File: src/rtl/pid_scheduler.sv
// Multi-axis PID controller: one shared 16x16 multiplier, five cycles per axis per control tick.
// A tick in cycle T loads axis k at T+1+5k; ctrl_valid pulses at T+5*NUM_AXES+1. A tick while busy is dropped and sets overrun.
module pid_scheduler #(
  parameter int NUM_AXES = 3,
  parameter int TICK_DIV = 1000
) (
  input  logic                    clk,
  input  logic                    rst,
  input  logic                    enable,
  input  logic [15:0]             kp,
  input  logic [15:0]             ki,
  input  logic [15:0]             kd,
  input  logic [16*NUM_AXES-1:0]  setpoint,
  input  logic [16*NUM_AXES-1:0]  angle,
  output logic                    tick,
  output logic [16*NUM_AXES-1:0]  control,
  output logic                    busy,
  output logic                    ctrl_valid,
  output logic                    overrun
);

  localparam int AXW = (NUM_AXES > 1) ? $clog2(NUM_AXES) : 1;
  localparam int CW  = $clog2(TICK_DIV);
  localparam logic [CW-1:0]  CNT_LAST = CW'(TICK_DIV - 1);
  localparam logic [AXW-1:0] AX_LAST  = AXW'(NUM_AXES - 1);

  typedef enum logic [2:0] {
    IDLE  = 3'd0,
    LOAD  = 3'd1,
    MUL_P = 3'd2,
    MUL_I = 3'd3,
    MUL_D = 3'd4,
    WRITE = 3'd5
  } state_t;

  function automatic logic signed [15:0] sat16(input logic signed [33:0] v);
    logic signed [15:0] r;
    if (v > 34'sd32767)
      r = 16'sh7fff;
    else if (v < -34'sd32768)
      r = 16'sh8000;
    else
      r = v[15:0];
    return r;
  endfunction

  state_t state, state_nx;
  logic [CW-1:0]  cnt;
  logic [AXW-1:0] ax;
  logic           last_ax;

  logic signed [15:0] integ_mem [NUM_AXES];
  logic signed [15:0] prev_mem  [NUM_AXES];

  logic signed [15:0] err_q, integ_q, deriv_q;
  logic signed [33:0] acc;

  logic [15:0]        sp_ax, an_ax;
  logic signed [16:0] err_full, integ_sum, deriv_full;
  logic signed [15:0] err_new, integ_new, deriv_new;
  logic signed [15:0] mul_a, mul_b;
  logic signed [31:0] prod;
  logic signed [33:0] prod_ext, acc_sh;
  logic signed [15:0] acc_sat;

  // Tick divider; enable low parks the count at zero.
  always_ff @(posedge clk) begin
    if (rst)
      cnt <= '0;
    else if (!enable || cnt == CNT_LAST)
      cnt <= '0;
    else
      cnt <= cnt + 1'b1;
  end

  assign tick    = (cnt == CNT_LAST);
  assign busy    = (state != IDLE);
  assign last_ax = (ax == AX_LAST);

  always_ff @(posedge clk) begin
    if (rst)
      state <= IDLE;
    else
      state <= state_nx;
  end

  always_comb begin
    state_nx = state;
    case (state)
      IDLE:    if (tick) state_nx = LOAD;
      LOAD:    state_nx = MUL_P;
      MUL_P:   state_nx = MUL_I;
      MUL_I:   state_nx = MUL_D;
      MUL_D:   state_nx = WRITE;
      WRITE:   state_nx = last_ax ? IDLE : LOAD;
      default: state_nx = IDLE;
    endcase
  end

  always_ff @(posedge clk) begin
    if (rst)
      ax <= '0;
    else if (state == WRITE)
      ax <= last_ax ? '0 : ax + 1'b1;
  end

  // Error terms for the axis being loaded, all in 17-bit headroom before clamping.
  assign sp_ax      = setpoint[16*int'(ax) +: 16];
  assign an_ax      = angle[16*int'(ax) +: 16];
  assign err_full   = $signed({sp_ax[15], sp_ax}) - $signed({an_ax[15], an_ax});
  assign err_new    = sat16({{17{err_full[16]}}, err_full});
  assign integ_sum  = $signed({integ_mem[ax][15], integ_mem[ax]}) + $signed({err_new[15], err_new});
  assign deriv_full = $signed({err_new[15], err_new}) - $signed({prev_mem[ax][15], prev_mem[ax]});
  assign deriv_new  = sat16({{17{deriv_full[16]}}, deriv_full});

  // Integrator is symmetric: -32768 is excluded so the term never overflows on negation.
  always_comb begin
    if (integ_sum > 17'sd32767)
      integ_new = 16'sd32767;
    else if (integ_sum < -17'sd32767)
      integ_new = -16'sd32767;
    else
      integ_new = integ_sum[15:0];
  end

  always_ff @(posedge clk) begin
    if (rst) begin
      err_q   <= '0;
      integ_q <= '0;
      deriv_q <= '0;
      for (int i = 0; i < NUM_AXES; i++) begin
        integ_mem[i] <= '0;
        prev_mem[i]  <= '0;
      end
    end else if (state == LOAD) begin
      err_q         <= err_new;
      integ_q       <= integ_new;
      deriv_q       <= deriv_new;
      integ_mem[ax] <= integ_new;
      prev_mem[ax]  <= err_new;
    end
  end

  always_comb begin
    mul_a = kp;
    mul_b = err_q;
    case (state)
      MUL_I: begin
        mul_a = ki;
        mul_b = integ_q;
      end
      MUL_D: begin
        mul_a = kd;
        mul_b = deriv_q;
      end
      default: ;
    endcase
  end

  assign prod     = mul_a * mul_b;
  assign prod_ext = {{2{prod[31]}}, prod};

  always_ff @(posedge clk) begin
    if (rst)
      acc <= '0;
    else if (state == MUL_P)
      acc <= prod_ext;
    else if (state == MUL_I || state == MUL_D)
      acc <= acc + prod_ext;
  end

  // Q8.8 gains: drop the fraction bits, then clamp to the output word.
  assign acc_sh  = acc >>> 8;
  assign acc_sat = sat16(acc_sh);

  always_ff @(posedge clk) begin
    if (rst)
      control <= '0;
    else if (state == WRITE)
      control[16*int'(ax) +: 16] <= acc_sat;
  end

  always_ff @(posedge clk) begin
    if (rst) begin
      ctrl_valid <= 1'b0;
      overrun    <= 1'b0;
    end else begin
      ctrl_valid <= (state == WRITE) && last_ax;
      if (tick && busy)
        overrun <= 1'b1;
    end
  end

endmodule

File: config.mk
export PLATFORM = sky130hd
export DESIGN_NAME = pid_scheduler
export DESIGN_NICKNAME = d
export VERILOG_FILES = /design/src/rtl/pid_scheduler.sv
export SDC_FILE = /design/constraint.sdc
export NUM_CORES = 1
export LEC_CHECK = 0
export CAP_MARGIN = 10
export CORE_MARGIN = 5
export CORE_UTILIZATION = 40
export DETAILED_ROUTE_END_ITERATION = 10
export GPL_ROUTABILITY_DRIVEN = 0
export REMOVE_ABC_BUFFERS = 1
export SLEW_MARGIN = 20
export SYNTH_ARGS = -nofsm -noshare
export SYNTH_HDL_FRONTEND = slang
export SYNTH_SLANG_ARGS = --single-unit
File: constraint.sdc
create_clock -name clk -period 14.4 [get_ports clk]
set_input_delay 3.6 -clock clk [delete_from_list [all_inputs] [get_ports clk]]
set_output_delay 3.6 -clock clk [all_outputs]
set_load 0.05 [all_outputs]
==> flow_metrics.tcl, run 1 <==
set metrics [dict create \
    status "finished clean" \
    maxSlewViolCount 0 \
    synth-seq-cells 277 \
    die_h_um 265.6 \
    min_to "cnt[0]" \
    ir_drop_v 0.0001121 \
    dieArea_um2 70550 \
    detail_route.iter0.violations 1489 \
    syn_area_um2 26140 \
    clkSinkCount 277 \
    startpoint_type "primary input" \
    crit_arrival_ns 13.23 \
    syn_avg_cell_area_um2 9.126 \
    worstHoldStart "cnt[0]" \
    first_pass_iters 5 \
    leakage_nw 13.26 \
    vias_per_cell 5.518 \
    crit_top_cell "fa_1" \
    synth_warnings 0 \
    postCtsSetupRepairBufs 0 \
    cts_tree "done" \
    final-setup-viol-count 0 \
    utilization_pct 46.83 \
    core-area_um2 64580 \
    ant_nets 0 \
    finalWorstPathRequiredPeriod_ns 12.80 \
    max_cap_violations 0 \
    vias 21530 \
    htreeDepth 2 \
    synthCells 2864 \
    r2r-start "state[2]" \
    insertion_delay_ns 0.55 \
    crit_slowest_cell "a221oi_1" \
    dieWidth_um 265.6 \
    async_flop_share_pct 0 \
    cts.path.max_buffers 3 \
    nFillCells 6112 \
    synth-seq-area-share_pct 26.12 \
    hold_viol 0 \
    p_per_area_nw_per_um2 75.43 \
    clock.fmax_mhz 78.13 \
    port_buffers 198 \
    finalNetCount 3605 \
    rr_worst_depth 35 \
    diodes 0 \
    skew_ns 0.02362 \
    grt_pass1_vias 22690 \
    crit_required_ns 14.83 \
    rsz0062_at_grt "no" \
    hp-class "flop to flop" \
    num_rows 93 \
    antenna_found_initial 0 \
    synth_cell_types 91 \
    track_usage_pct 22.43 \
    finalCritPeriodShare_pct 88.88 \
    finalSetupTns_ns 0 \
    dp_hpwl_mm 61.66 \
    area_delta_synth_final_pct 15.71 \
    wl_per_cell_um 20.38 \
    worstReg2RegEnd "acc[30]" \
    r2r_slack_ns 3.04 \
    initial_core_util_pct 40.47 \
    critPathMaxFanout 7 \
    synth_ff_type "dfxtp_1" \
    cts_buffers 34 \
    wirelength_mm 79.52 \
    max_stage_delay_ns 0.80 \
    min_path_cells 1 \
    drive_above_1_share_pct 6.336 \
    synth-edff-count 128 \
    cp-end-kind "flop" \
    grt-ovfl-total 0 \
    critPathKind "primary input to flop" \
    ioPinCount 199 \
    clk_pin_slew_ns 0.06 \
    relSlewSlack_pct 24.82 \
    root_buffer "clkbuf_16" \
    grt_max_degree 58 \
    ctsResizeCount 0 \
    grt_pass1_wl_mm 125.9 \
    drc_errors 0 \
    worst_slew_pin_slew_ns 1.128 \
    cts_hold_buf 0 \
]
-- worst max-delay path by stage --
stage / start / endpoint / slack [ns]
3_3_place_gp: kp[6] / acc[30] / 1.57
5_1_grt: kp[15] / acc[30] / 1.13
4_1_cts: kp[15] / acc[30] / 1.65
3_5_place_dp: kp[15] / acc[30] / 1.14
2_1_floorplan: state[2] / acc[28] / 0.34
6_report: kp[15] / acc[30] / 1.60
-- flip-flops by register name (all words and copies together), names as in the netlist, named ones only --
signal	cells
acc	34
ax	2
cnt	10
control	48
ctrl_valid	1
deriv_q	16
err_q	16
integ_mem	64
integ_q	16
overrun	1
prev_mem	64
state	3
-- routing by layer --
metal	track usage [%]	routed length (um)
met5	0	0
met4	8.376	3381
met3	4.542	5331
met2	38.60	38730
met1	28.02	32080
-- worst max-delay path, delay by kind of cell --
family                   cells  cell delay, ns
AO/OA/AOI/OAI               10            3.25
AND/OR/NAND/NOR              8            1.45
adder cells (fa/ha/maj)      8            3.98
XOR/XNOR                     1            0.15
buffers and inverters        5            0.81
-- final cells by class --
cell class              instances  area [um^2]  area share [%]
inverters                     397         1490           4.927
flip-flops and latches        277         6829           22.58
clock buffers                  43        924.6           3.057
well taps                     855         1070           3.537
clock inverters                19        217.7          0.7199
repair buffers                246         2332           7.712
multi-input cells            2064        17380           57.47
-- cells in the mapped netlist (all sizes together) (12+ instances only) --
cell type | n | area [um^2]
a221oi | 28 | 245.2
nor3 | 31 | 181.4
a22oi | 55 | 412.9
o21ai | 86 | 434.2
or2 | 15 | 93.84
a311oi | 16 | 140.1
xor2 | 34 | 297.8
nor4 | 12 | 81.33
fa | 266 | 5325
mux4 | 32 | 720.7
buf | 20 | 100.1
nor2 | 441 | 1658
and2 | 38 | 237.7
a21o | 39 | 292.8
nand3 | 29 | 145.1
and3 | 14 | 87.58
o21bai | 13 | 97.59
a21oi | 118 | 598.1
ha | 172 | 2152
a221o | 32 | 320.3
edfxtp | 128 | 3844
nand2 | 258 | 968.4
mux2i | 35 | 350.3
o31ai | 14 | 123.9
nor2b | 15 | 93.84
inv | 397 | 1490
a211oi | 22 | 175.2
clkbuf | 106 | 397.9
dfxtp | 149 | 2983
o21a | 29 | 217.7
a31oi | 13 | 81.33
xnor2 | 66 | 578.1
-- cells by family after synthesis --
logic type / after synthesis / synth area share [%]
xor+xnor: 100 / 3.351
mux: 68 / 4.141
simple gates: 905 / 15.02
compound gates: 550 / 15.04
flops: 277 / 26.12
buf+inv: 523 / 7.607
fa+ha+maj: 441 / 28.72
-- through the flow --
step	cells	power [mW]	worst slack [ns]	area, um^2	hold slack, ns
floorplan	2738	1.212	0.3392	25640	0.4130
global placement	3836	1.399	1.573	29090	0.4233
detailed placement	3837	1.412	1.143	29090	0.4326
CTS	3899	2.291	1.648	30230	0.4405
global route	3901	2.384	1.132	30240	0.4569
finish	3901	2.281	1.601	30240	0.4359
-- where the power goes --
| group | total (mW) | switching (mW) | internal [mW] |
|---|---|---|---|
| clock | 0.875 | 0.345 | 0.530 |
| sequential | 0.847 | 0.00300 | 0.844 |
| combinational | 0.559 | 0.356 | 0.203 |
| total | 2.28 | 0.705 | 1.58 |
-- layout by cell type (no fill, tap or decap), types with 32 or more instances in the layout --
master	synthesis	final
a21o_1	39	39
a21oi_1	116	115
a221o_1	32	32
a22oi_1	55	55
and2_1	37	37
buf_4	5	46
clkbuf_16	0	34
clkdlybuf4s50_1	0	197
dfxtp_1	149	147
edfxtp_1	128	128
fa_1	266	266
ha_1	172	172
inv_1	396	396
mux2i_1	35	35
mux4_2	32	32
nand2_1	258	255
nor2_1	440	437
o21ai_0	74	74
xnor2_1	66	66
xor2_1	34	34
No activity file was read; power rests on OpenSTA's default activity.
==> inputs of run 2 (changes only) <==
--- a/config.mk
+++ b/config.mk
@@ -8,6 +8,7 @@
 export CAP_MARGIN = 10
 export CORE_MARGIN = 5
 export CORE_UTILIZATION = 40
+export CTS_CLUSTER_SIZE = 10
 export DETAILED_ROUTE_END_ITERATION = 10
 export GPL_ROUTABILITY_DRIVEN = 0
 export REMOVE_ABC_BUFFERS = 1
==> flow_metrics.tcl, run 2 (synthesized netlist as in run 1, its figures left out) <==
set metrics [dict create \
    diodes 0 \
    track_usage_pct 22.46 \
    cts_buffers 36 \
    top_regs "integ_mem x64, prev_mem x64, control x48" \
    grt_max_degree 58 \
    clk_pin_slew_ns 0.06 \
    vias 21680 \
    nFillCells 6117 \
    dieWidth_um 265.6 \
    max_cap_violations 0 \
    wl_met1_mm 32.09 \
    core-area_um2 64580 \
    critPathKind "primary input to flop" \
    postLayoutCellArea_um2 30230 \
    cp-end-kind "flop" \
    status "finished clean" \
    skew_ns 0.01788 \
    postCtsSetupRepairBufs 0 \
    drive_above_1_share_pct 6.168 \
    cts_hold_buf 0 \
    vias_per_cell 5.554 \
    grt_pass1_vias 22770 \
    area_delta_synth_final_pct 15.64 \
    initial_core_util_pct 40.47 \
    worst_slew_pin_slew_ns 1.115 \
    drc_errors 0 \
    dp_hpwl_mm 61.66 \
    top_layer "met4" \
    path_delay_family "adder cells" \
    ant_nets 0 \
    finalNetCount 3607 \
    finalSetupTns_ns 0 \
    dieArea_um2 70550 \
    leakage_nw 13.24 \
    port_buffers 198 \
    hp-class "flop to flop" \
    dpl_cell_area_um2 29090 \
    p_per_area_nw_per_um2 74.82 \
    clkSinkCount 277 \
    cts_tree "done" \
    ir_drop_v 0.00009655 \
    hold_viol 0 \
    wl_per_cell_um 20.41 \
    maxSlewViolCount 0 \
    place_ws_ns 1.143 \
    grt-ovfl-total 0 \
    rsz0062_at_grt "no" \
    final-setup-viol-count 0 \
    wl_met3_mm 5.398 \
    root_buffer "clkbuf_16" \
    grt_pass1_wl_mm 126.0 \
    relSlewSlack_pct 25.70 \
    antenna_found_initial 0 \
    layout_common_cells "nor2_1 (437), inv_1 (396), fa_1 (266)" \
    die_h_um 265.6 \
    cp_num_buf_inv 5 \
    met2_length_mm 39.09 \
    ioPinCount 199 \
    wirelength_mm 79.67 \
    crit_arrival_ns 13.28 \
    startpoint_type "primary input" \
    crit_required_ns 14.84 \
    first_pass_iters 6 \
    critPathMaxFanout 7 \
    instances_no_fill 3903 \
    seq_area_um2 6829 \
    num_rows 93 \
    finalWorstPathRequiredPeriod_ns 12.84 \
    finalCritPeriodShare_pct 89.17 \
    setup_slack_ns 1.560 \
    crit_slowest_cell "a221oi_1" \
    max_stage_delay_ns 0.82 \
    dp.cells 3837 \
    htreeDepth 2 \
    final_common_cell "nor2_1" \
    crit_top_cell "fa_1" \
    multiInputGateArea_um2 17380 \
    ctsResizeCount 0 \
    detail_route.iter0.violations 1584 \
    clock.fmax_mhz 77.88 \
    cts.path.max_buffers 3 \
    insertion_delay_ns 0.54 \
]
-- run 2: cell count changes in the layout (fill, tap and decap cells not counted), sizes merged --
cell,before,now
bufinv,4,0
clkbuf,45,60
clkinv,11,3
clkinvlp,2,1
-- run 2: layout make-up --
class | instances | area share [%]
flip-flops and latches | 277 | 22.59
well taps | 855 | 3.539
repair buffers | 246 | 7.716
inverters | 397 | 4.930
clock inverters | 6 | 0.1325
clock buffers | 58 | 3.589
multi-input cells | 2064 | 57.50
-- run 2: routing by layer --
metal / vias up / global-route usage (%)
li1: 9988 / -
met1: 10840 / 27.89
met2: 679 / 38.97
met3: 172 / 4.625
met4: 0 / 7.987
met5: - / 0
-- run 2: worst paths after layout --
check,startpoint,to,slack (ns),cells past startpoint
hold reg to reg,cnt[0],cnt[0],0.43,1
hold / removal,cnt[0],cnt[0],0.43,1
setup reg to reg,state[2],acc[30],3.02,35
setup / recovery,kp[15],acc[30],1.56,32
-- run 2: worst register-to-register path, delay by kind of cell (launching register included) --
| kind | cells | cell delay [ns] |
|---|---|---|
| AOI/OAI and AO/OA | 10 | 3.28 |
| buffers and inverters | 6 | 1.30 |
| adders and majority gates | 8 | 3.99 |
| DFF | 1 | 0.53 |
| xor gates and xnor gates | 1 | 0.15 |
| and+or+nand+nor | 10 | 2.04 |
-- run 2: through the flow --
stage / hold WS [ns] / util (%) / power, mW
floorplan: 0.4130 / - / 1.212
global placement: 0.4233 / 45.04 / 1.399
detailed placement: 0.4326 / 45.05 / 1.412
CTS: 0.4398 / 46.79 / 2.271
global route: 0.4563 / 46.80 / 2.365
finish: 0.4348 / 46.80 / 2.261
-- run 2: power by group --
group	switching, mW	internal, mW	total, mW
Clock	0.339	0.515	0.854
Combinational	0.357	0.203	0.560
Sequential	0.00304	0.844	0.847
